$ cat config.mk
export PLATFORM = sky130hd
export DESIGN_NAME = ahbl_to_apb_flat
export DESIGN_NICKNAME = d
export VERILOG_FILES = /design/src/rtl/ahbl_to_apb_if.sv /design/src/rtl/ahbl_to_apb.sv /design/src/flat_wrapper.sv
export SDC_FILE = /design/constraint.sdc
export NUM_CORES = 1
export LEC_CHECK = 0
export BUFFER_PORTS_ARGS = -buffer_cell sky130_fd_sc_hd__buf_2
export CORE_MARGIN = 5
export CORE_UTILIZATION = 35
export CTS_BUF_LIST = sky130_fd_sc_hd__clkbuf_2
export DETAILED_ROUTE_END_ITERATION = 8
export PLACE_DENSITY = 0.75
export RECOVER_POWER = 25
export SETUP_SLACK_MARGIN = 0.05
export SYNTH_ARGS = -nofsm -noshare
export SYNTH_HDL_FRONTEND = slang
export SYNTH_SLANG_ARGS = --single-unit
$ cat constraint.sdc
create_clock -name clk -period 3.3 [get_ports clk]
set_input_delay 0.66 -clock clk [delete_from_list [all_inputs] [get_ports clk]]
set_output_delay 0.66 -clock clk [all_outputs]
set_load 0.005 [all_outputs]
$ cat src/rtl/ahbl_to_apb_if.sv
// ---------------------------------------------------------------------------
// ahbl_to_apb_if
// Bundles the AHB-Lite slave port and the APB master port of the bridge.
//   slave  modport : the bridge's view (AHB-Lite slave in, APB master out)
//   master modport : the environment's view (AHB master + APB slave)
// AHB side : ahbls_hready, ahbls_haddr, ahbls_hwrite, ahbls_htrans,
//            ahbls_hsize, ahbls_hburst, ahbls_hprot, ahbls_hmastlock,
//            ahbls_hwdata -> bridge; ahbls_hready_resp, ahbls_hresp,
//            ahbls_hrdata <- bridge
// APB side : apbm_paddr, apbm_psel, apbm_penable, apbm_pwrite, apbm_pwdata
//            <- bridge; apbm_prdata, apbm_pready, apbm_pslverr -> bridge
// ---------------------------------------------------------------------------
interface ahbl_to_apb_if #(
   parameter int W_HADDR = 32,
   parameter int W_PADDR = 16,
   parameter int W_DATA  = 32
);
   logic               ahbls_hready;
   logic               ahbls_hready_resp;
   logic               ahbls_hresp;
   logic [W_HADDR-1:0] ahbls_haddr;
   logic               ahbls_hwrite;
   logic [1:0]         ahbls_htrans;
   logic [2:0]         ahbls_hsize;
   logic [2:0]         ahbls_hburst;
   logic [3:0]         ahbls_hprot;
   logic               ahbls_hmastlock;
   logic [W_DATA-1:0]  ahbls_hwdata;
   logic [W_DATA-1:0]  ahbls_hrdata;

   logic [W_PADDR-1:0] apbm_paddr;
   logic               apbm_psel;
   logic               apbm_penable;
   logic               apbm_pwrite;
   logic [W_DATA-1:0]  apbm_pwdata;
   logic [W_DATA-1:0]  apbm_prdata;
   logic               apbm_pready;
   logic               apbm_pslverr;

   modport slave (
      input  ahbls_hready, ahbls_haddr, ahbls_hwrite, ahbls_htrans,
             ahbls_hsize, ahbls_hburst, ahbls_hprot, ahbls_hmastlock,
             ahbls_hwdata,
      output ahbls_hready_resp, ahbls_hresp, ahbls_hrdata,
      output apbm_paddr, apbm_psel, apbm_penable, apbm_pwrite, apbm_pwdata,
      input  apbm_prdata, apbm_pready, apbm_pslverr
   );

   modport master (
      output ahbls_hready, ahbls_haddr, ahbls_hwrite, ahbls_htrans,
             ahbls_hsize, ahbls_hburst, ahbls_hprot, ahbls_hmastlock,
             ahbls_hwdata,
      input  ahbls_hready_resp, ahbls_hresp, ahbls_hrdata,
      input  apbm_paddr, apbm_psel, apbm_penable, apbm_pwrite, apbm_pwdata,
      output apbm_prdata, apbm_pready, apbm_pslverr
   );
endinterface

$ cat src/rtl/ahbl_to_apb.sv
// ---------------------------------------------------------------------------
// ahbl_to_apb
// AHB-Lite slave to APB master bridge. One APB transfer per AHB transfer;
// reads take one AHB wait state plus APB waits, writes two (the extra
// WDATA cycle captures the AHB data-phase write data). APB errors are
// returned as the two-cycle AHB ERROR response (ERR1, ERR2).
//   clk   : single clock, rising edge
//   rst_n : asynchronous active-low reset
//   bus   : ahbl_to_apb_if.slave (AHB-Lite slave + APB master signals)
// ---------------------------------------------------------------------------
module ahbl_to_apb #(
   parameter int W_HADDR = 32,
   parameter int W_PADDR = 16,
   parameter int W_DATA  = 32
) (
   input logic           clk,
   input logic           rst_n,
   ahbl_to_apb_if.slave  bus
);

   typedef enum logic [2:0] {
      S_IDLE, S_WDATA, S_SETUP, S_ACCESS, S_ERR1, S_ERR2
   } state_e;

   state_e             state_q, state_d;
   logic [W_PADDR-1:0] paddr_q, paddr_d;
   logic               pwrite_q, pwrite_d;
   logic [W_DATA-1:0]  pwdata_q, pwdata_d;

   logic               access_ok;
   logic               accept;
   logic               hready_resp;
   logic               hresp;
   logic [W_DATA-1:0]  hrdata;
   logic               psel;
   logic               penable;

   // ACCESS finishing cleanly frees the bridge in the same cycle, so a new
   // address phase can be taken there (back-to-back transfers).
   assign access_ok = (state_q == S_ACCESS) && bus.apbm_pready && !bus.apbm_pslverr;
   assign accept    = bus.ahbls_hready && bus.ahbls_htrans[1] &&
                      ((state_q == S_IDLE) || (state_q == S_ERR2) || access_ok);

   // NOTE: every variable written here gets a default first, so no path
   // leaves one unassigned and no latch is inferred.
   always_comb begin
      state_d     = state_q;
      paddr_d     = paddr_q;
      pwrite_d    = pwrite_q;
      pwdata_d    = pwdata_q;
      hready_resp = 1'b0;
      hresp       = 1'b0;
      hrdata      = '0;
      psel        = 1'b0;
      penable     = 1'b0;

      case (state_q)
         S_IDLE: begin
            hready_resp = 1'b1;
            state_d     = S_IDLE;
         end
         S_WDATA: begin
            pwdata_d = bus.ahbls_hwdata;
            state_d  = S_SETUP;
         end
         S_SETUP: begin
            psel    = 1'b1;
            state_d = S_ACCESS;
         end
         S_ACCESS: begin
            psel    = 1'b1;
            penable = 1'b1;
            hrdata  = bus.apbm_prdata;
            if (bus.apbm_pready) begin
               if (bus.apbm_pslverr) begin
                  state_d = S_ERR1;
               end else begin
                  hready_resp = 1'b1;
                  state_d     = S_IDLE;
               end
            end
         end
         S_ERR1: begin
            hresp   = 1'b1;
            state_d = S_ERR2;
         end
         S_ERR2: begin
            hready_resp = 1'b1;
            hresp       = 1'b1;
            state_d     = S_IDLE;
         end
         default: state_d = S_IDLE;
      endcase

      // Acceptance overrides the fall-back to IDLE chosen above.
      if (accept) begin
         paddr_d  = bus.ahbls_haddr[W_PADDR-1:0];
         pwrite_d = bus.ahbls_hwrite;
         state_d  = bus.ahbls_hwrite ? S_WDATA : S_SETUP;
      end
   end

   // NOTE: state registers use non-blocking assignments so every flop
   // samples the pre-edge values regardless of evaluation order.
   always_ff @(posedge clk or negedge rst_n) begin
      if (!rst_n) begin
         state_q  <= S_IDLE;
         paddr_q  <= '0;
         pwrite_q <= 1'b0;
         pwdata_q <= '0;
      end else begin
         state_q  <= state_d;
         paddr_q  <= paddr_d;
         pwrite_q <= pwrite_d;
         pwdata_q <= pwdata_d;
      end
   end

   // psel/penable decode straight from state, so reset drops them at once.
   assign bus.ahbls_hready_resp = hready_resp;
   assign bus.ahbls_hresp       = hresp;
   assign bus.ahbls_hrdata      = hrdata;
   assign bus.apbm_paddr        = paddr_q;
   assign bus.apbm_pwrite       = pwrite_q;
   assign bus.apbm_pwdata       = pwdata_q;
   assign bus.apbm_psel         = psel;
   assign bus.apbm_penable      = penable;

   // Attributes the bridge has no use for, and address bits above W_PADDR.
   logic unused_inputs;
   assign unused_inputs = ^{bus.ahbls_hsize, bus.ahbls_hburst, bus.ahbls_hprot,
                            bus.ahbls_hmastlock, bus.ahbls_haddr, bus.ahbls_htrans[0]};

endmodule

$ cat src/flat_wrapper.sv
// flat-port wrapper written by rule: the top's interface ports become plain ports
module ahbl_to_apb_flat 
#(
   parameter int W_HADDR = 32,
   parameter int W_PADDR = 16,
   parameter int W_DATA  = 32
)
  (clk, rst_n, bus_ahbls_hready, bus_ahbls_haddr, bus_ahbls_hwrite, bus_ahbls_htrans, bus_ahbls_hsize, bus_ahbls_hburst, bus_ahbls_hprot, bus_ahbls_hmastlock, bus_ahbls_hwdata, bus_ahbls_hready_resp, bus_ahbls_hresp, bus_ahbls_hrdata, bus_apbm_paddr, bus_apbm_psel, bus_apbm_penable, bus_apbm_pwrite, bus_apbm_pwdata, bus_apbm_prdata, bus_apbm_pready, bus_apbm_pslverr);
  ahbl_to_apb_if #(.W_HADDR(W_HADDR), .W_PADDR(W_PADDR), .W_DATA(W_DATA)) bus_i ();
  input logic clk;
  input logic rst_n;
  input wire logic [$bits(bus_i.ahbls_hready)-1:0] bus_ahbls_hready;
  input wire logic [$bits(bus_i.ahbls_haddr)-1:0] bus_ahbls_haddr;
  input wire logic [$bits(bus_i.ahbls_hwrite)-1:0] bus_ahbls_hwrite;
  input wire logic [$bits(bus_i.ahbls_htrans)-1:0] bus_ahbls_htrans;
  input wire logic [$bits(bus_i.ahbls_hsize)-1:0] bus_ahbls_hsize;
  input wire logic [$bits(bus_i.ahbls_hburst)-1:0] bus_ahbls_hburst;
  input wire logic [$bits(bus_i.ahbls_hprot)-1:0] bus_ahbls_hprot;
  input wire logic [$bits(bus_i.ahbls_hmastlock)-1:0] bus_ahbls_hmastlock;
  input wire logic [$bits(bus_i.ahbls_hwdata)-1:0] bus_ahbls_hwdata;
  output wire logic [$bits(bus_i.ahbls_hready_resp)-1:0] bus_ahbls_hready_resp;
  output wire logic [$bits(bus_i.ahbls_hresp)-1:0] bus_ahbls_hresp;
  output wire logic [$bits(bus_i.ahbls_hrdata)-1:0] bus_ahbls_hrdata;
  output wire logic [$bits(bus_i.apbm_paddr)-1:0] bus_apbm_paddr;
  output wire logic [$bits(bus_i.apbm_psel)-1:0] bus_apbm_psel;
  output wire logic [$bits(bus_i.apbm_penable)-1:0] bus_apbm_penable;
  output wire logic [$bits(bus_i.apbm_pwrite)-1:0] bus_apbm_pwrite;
  output wire logic [$bits(bus_i.apbm_pwdata)-1:0] bus_apbm_pwdata;
  input wire logic [$bits(bus_i.apbm_prdata)-1:0] bus_apbm_prdata;
  input wire logic [$bits(bus_i.apbm_pready)-1:0] bus_apbm_pready;
  input wire logic [$bits(bus_i.apbm_pslverr)-1:0] bus_apbm_pslverr;
  assign bus_i.ahbls_hready = bus_ahbls_hready;
  assign bus_i.ahbls_haddr = bus_ahbls_haddr;
  assign bus_i.ahbls_hwrite = bus_ahbls_hwrite;
  assign bus_i.ahbls_htrans = bus_ahbls_htrans;
  assign bus_i.ahbls_hsize = bus_ahbls_hsize;
  assign bus_i.ahbls_hburst = bus_ahbls_hburst;
  assign bus_i.ahbls_hprot = bus_ahbls_hprot;
  assign bus_i.ahbls_hmastlock = bus_ahbls_hmastlock;
  assign bus_i.ahbls_hwdata = bus_ahbls_hwdata;
  assign bus_ahbls_hready_resp = bus_i.ahbls_hready_resp;
  assign bus_ahbls_hresp = bus_i.ahbls_hresp;
  assign bus_ahbls_hrdata = bus_i.ahbls_hrdata;
  assign bus_apbm_paddr = bus_i.apbm_paddr;
  assign bus_apbm_psel = bus_i.apbm_psel;
  assign bus_apbm_penable = bus_i.apbm_penable;
  assign bus_apbm_pwrite = bus_i.apbm_pwrite;
  assign bus_apbm_pwdata = bus_i.apbm_pwdata;
  assign bus_i.apbm_prdata = bus_apbm_prdata;
  assign bus_i.apbm_pready = bus_apbm_pready;
  assign bus_i.apbm_pslverr = bus_apbm_pslverr;
  ahbl_to_apb #(.W_HADDR(W_HADDR), .W_PADDR(W_PADDR), .W_DATA(W_DATA)) u_core (.clk(clk), .rst_n(rst_n), .bus(bus_i));
endmodule
; ---- Word-level counts from Yosys, hierarchy flattened
; Index checks and enable logic that the tools add are counted.
[op_classes]
eq_ne = 6
n_mux = 12
reduce_logical = 11
[op_table]
columns = op, count
row1 = 32-bit two-way mux, 1
row2 = 3-bit one-hot mux with 4 select lines, 1
row3 = 3-bit two-way mux, 3
row4 = "3-bit by 2-bit == test with 1-bit output, second input constant", 2
row5 = "3-bit == test, second input constant", 2
row6 = 2-bit OR reduction, 3
row7 = 1-bit two-way mux, 5
row8 = 1-bit logical AND, 4
row9 = "3-bit by 1-bit == test with 1-bit output, second input constant", 1
row10 = 3-bit logical NOT, 1
row11 = "3-bit by 2-bit != test with 1-bit output, second input constant", 1
row12 = 1-bit logical OR, 2
row13 = 2-bit two-way mux, 1
row14 = 1-bit one-hot mux with 2 select lines, 1
row15 = 1-bit logical NOT, 1
[word_totals]
regBits = 52
inputBits = 115
output_inout_bits = 85

; ---- Longest topological paths before layout
[logic_depth]
word_depth = 6
mapped_depth = 6
depth_no_buf = 4

; ---- Worst setup path after synthesis
; Ideal clock, no wire load.
[synth_timing]
path_type = reg-to-output
startpoint = reg u_core.state_q[2]
endpoint = out bus_ahbls_hrdata[22]
arrival_time_ps = 1153
path_slack_ps = 1487
stages_incl_launch_ff = 5
n_path_buf = 2
path_cell_list = dfrtp_1 -> buf_6 -> nor2_2 -> clkbuf_1 -> and2_1
[synth_between]
elab_chain_cells = 2
[synth_lines]
columns = item, line
row1 = "start, declared", ahbl_to_apb.sv:25  ; state_e state_q, state_d;
row2 = "start signal, assigned", ahbl_to_apb.sv:112  ; state_q <= state_d;
row3 = 3-bit by 2-bit == test with 1-bit output, ahbl_to_apb.sv:57  ; case (state_q)
row4 = 32-bit two-way mux, ahbl_to_apb.sv:57
row5 = "end, declared", flat_wrapper.sv:23  ; output wire logic [$bits(bus_i.ahbls_hrdata)-1:0] bus_ahbls_hrdata;
; No other way between the ends.

; ---- Worst setup path in the final report
[layout_timing]
startpoint = reg u_core.state_q[1]
endpoint = out bus_ahbls_hready_resp
[layout_between]
elab_chain_cells = 3
elab_cells_between_ends = 5
cone_classes = eq/ne: 2 / mux: 1 / reduce/logical: 2
[layout_lines]
columns = item, line
row1 = 3-bit == test / 3-bit logical NOT (equally long branches), ahbl_to_apb.sv:57
row2 = 2-bit OR reduction (no source line), --
row3 = 1-bit one-hot mux with 2 select lines (*), ahbl_to_apb.sv:57
row4 = "end, declared", flat_wrapper.sv:21  ; output wire logic [$bits(bus_i.ahbls_hready_resp)-1:0] bus_ahbls_hready_resp;
; Every way passes the cells marked *; elsewhere a longest branch is shown, timed or not.

==> metrics.md <==
| Metric | Value |
|---|---|
| CP max FO | `21` |
| Library cells used by synthesis | `25` |
| CP Class | `reg -> out` |
| YS warnings | `0` |
| Multi-input combinational cell area | `928 um^2` |
| Final Util | `0.511` |
| First-pass GRT wire length | `10000 um` |
| Antenna-violating nets left | `0` |
| Period Utilization, post-route | `0.859` |
| HP Class | `in -> reg` |
| Buffers on Ports | `171` |
| Via count | `1877` |
| Most used cell, CP | `nand2_1` |
| Setup tns final | `0 ns` |
| Worst path required time | `2.64 ns` |
| Register area share after synthesis | `0.568` |
| Maximum clock path buffer count | `2` |
| Grt ovf | `0` |
| # fillers | `585` |
| Reg2reg setup slack | `1.11 ns` |
| Worst setup margin | `0.465 ns` |
| FF+latch count, synth | `52` |
| Delay-heaviest family, CP | `simple AND/OR/NAND/NOR gates` |
| Worst r2r dst | `u_core.bus.apbm_paddr[8]$_DFFE_PN0P_` |
| Detailed Routing Iterations Pass 1 | `3` |
| Die H | `90.9 um` |
| CTS resizes | `0` |
| Largest net degree at the start of global routing | `53` |
| VDD IR max | `339 uV` |
| Dpl hpwl | `5130 um` |
| Status | `finished clean` |
| IO Pins | `200` |
| Worst hold path cell count | `2` |
| Reg2reg start | `u_core.state_q[1]$_DFFE_PN0P_` |
| Vias in the first global route | `2035` |
| RSZ-0062 raised after global routing | `false` |
| Fmax | `353 MHz` |
| Critical path's slowest cell | `dfrtp_1` |
| Setup Fix Bufs, Post-CTS | `0` |
| Synth cell count leaders | `52 x dfrtp_1, 41 x mux2_2, 32 x and2_1` |
| Tightest Pin Transition | `1.26 ns` |
| Area contributors post-synth | `dfrtp_1 57%, mux2_2 20%, and2_1 8.7%` |
| Mapped Area | `2290 um^2` |
| Pleak | `1.77 nW` |
| Critical path buffers and inverters | `2` |
| Post-synth EDFFs | `0` |
| R2r worst-path depth | `5` |
| Crit-path cells | `nand2_1, nor2_2, buf_4, nand2_1, o22ai_1, buf_2` |
| DR WL/cell | `15.2 um` |
| TritonCTS buffer count | `5` |
| DRT Wirelength | `6290 um` |
| Initial antenna violation count | `1` |
| Cell count after synthesis | `163` |
| WHS Endpoint | `u_core.state_q[1]$_DFFE_PN0P_` |
| Synth top area share | `0.568` |
| Crit path time final | `2.84 ns` |
| MaxCap Viol Count | `0` |
| Row Count | `29` |
| Die width | `90.9 um` |
| Worst path arrival time | `2.18 ns` |
| Power per Cell Area | `831 nW/um^2` |
| Final Skew | `0.0181 ns` |
| Initial Utilization | `0.361` |
| Clk_lat worst skew | `0.43 ns` |
| Main synth FF type | `dfrtp_1` |
| Worst setup SP type | `flop` |
| Hold_ws | `0.405 ns` |
| Asr flop ratio synth | `1.00` |
| Hold path start | `bus_ahbls_hwrite` |
| Vias per inst | `4.54` |
| DRT iter0 DRCs | `27` |
| Hold buffer count at cts | `0` |
| CTS H-tree depth | `2` |
| Gr usage total | `0.149` |
| Core area | `6350 um^2` |
| DP Worst Slack | `0.974 ns` |
| DIE AREA | `8270 um^2` |
| Root buffer cell | `clkbuf_2` |
| Largest area contributor in the synthesized netlist | `dfrtp_1` |
| Sequential standard cell area | `1300 um^2` |
| Avg Inst Size Synth | `14.1 um^2` |
| Fin nets | `449` |
| Max transition margin | `0.162` |
| DRC | `0` |
| Slowest stage delay, CP | `0.56 ns` |
| Cell with the most instances after synthesis | `dfrtp_1` |
| TritonCTS Sinks | `52` |
| Layout cells sized above 1 | `0.699` |
| Worst-path clk slew | `0.26 ns` |
| Pins Over Slew Limit | `0` |
| Setup crit end kind | `output port` |
| Area growth syn-to-layout | `41.6%` |
| CTS tree | `yes` |
| Final setup fails | `0` |
| Hold Vio Cnt, Final | `0` |
| Final GP Congestion | `0.825` |
| Syn nets | `278` |
## layout make-up
type	instances	area share
Antenna cell	1	0.000771
Clock buffer	5	0.00771
Clock inverter	3	0.00578
Inverter	1	0.00116
Multi-Input combinational cell	101	0.286
Sequential cell	52	0.401
Tap cell	77	0.0297
Timing Repair Buffer	173	0.268
## power breakdown
group | switching (mW) | internal, mW | total (mW) | leakage [nW]
Combinational | 0.535 | 0.787 | 1.32 | 1.12
Clock | 0.197 | 0.0516 | 0.249 | 0.0327
Sequential | 0.171 | 0.956 | 1.13 | 0.618
## sequential cells by signal, summed over array words and instances (netlist names)
| name | count |
|---|---|
| u_core.bus.apbm_paddr | 16 |
| u_core.bus.apbm_pwrite | 1 |
| u_core.bus.apbm_pwdata | 32 |
| u_core.state_q | 3 |
## metrics by stage
| step | area (um^2) | power (mW) | std cells |
|---|---|---|---|
| 2_1_floorplan | 2290 | 1.88 | 163 |
| 3_3_place_gp | 3200 | 2.46 | 404 |
| 3_5_place_dp | 3200 | 2.51 | 404 |
| 4_1_cts | 3240 | 2.76 | 412 |
| 5_1_grt | 3250 | 2.93 | 413 |
| 6_report | 3250 | 2.70 | 413 |
## cell families (layout without fill, tap and decap cells)
family                    count (synthesis)  count (layout)  synth area share
DFF                                      52              52             0.568
muxes                                    50              50             0.258
xor gates and xnor gates                  1               1           0.00382
AOI/OAI and AO/OA                         6               6            0.0229
and+or+nand+nor                          44              44             0.117
other                                     0               1                 0
buffers and inverters                    10             182            0.0300
## metal layers
layer | up-vias | track usage | wire length (um)
met5 | - | 0 | 0
met4 | 0 | 0.0550 | 70
met3 | 9 | 0.0475 | 705
met2 | 110 | 0.281 | 3480
met1 | 865 | 0.152 | 2040
li1 | 893 | - | -
## worst max path at each step
stage	startpoint	slack, ns	depth (start not counted)	to
2_1_floorplan	u_core.state_q[2]$_DFFE_PN0P_	1.49	4	bus_ahbls_hrdata[22]
3_3_place_gp	u_core.state_q[1]$_DFFE_PN0P_	1.04	6	bus_ahbls_hready_resp
3_5_place_dp	u_core.state_q[1]$_DFFE_PN0P_	0.97	6	bus_ahbls_hready_resp
4_1_cts	u_core.state_q[1]$_DFFE_PN0P_	0.43	6	bus_ahbls_hready_resp
5_1_grt	u_core.state_q[1]$_DFFE_PN0P_	0.17	6	bus_ahbls_hready_resp
6_report	u_core.state_q[1]$_DFFE_PN0P_	0.46	6	bus_ahbls_hready_resp
## placed cells by master (no fill, tap or decap), types with 2 or more instances in the layout
| master | instances |
|---|---|
| buf_2 | 170 |
| dfrtp_1 | 52 |
| mux2_2 | 41 |
| and2_1 | 32 |
| mux2_4 | 8 |
| clkbuf_2 | 6 |
| nand2_1 | 4 |
| o22ai_1 | 2 |
| and2b_1 | 2 |
| clkinv_2 | 2 |
| buf_4 | 2 |
Note: power is estimated with default switching activity, not from simulation.
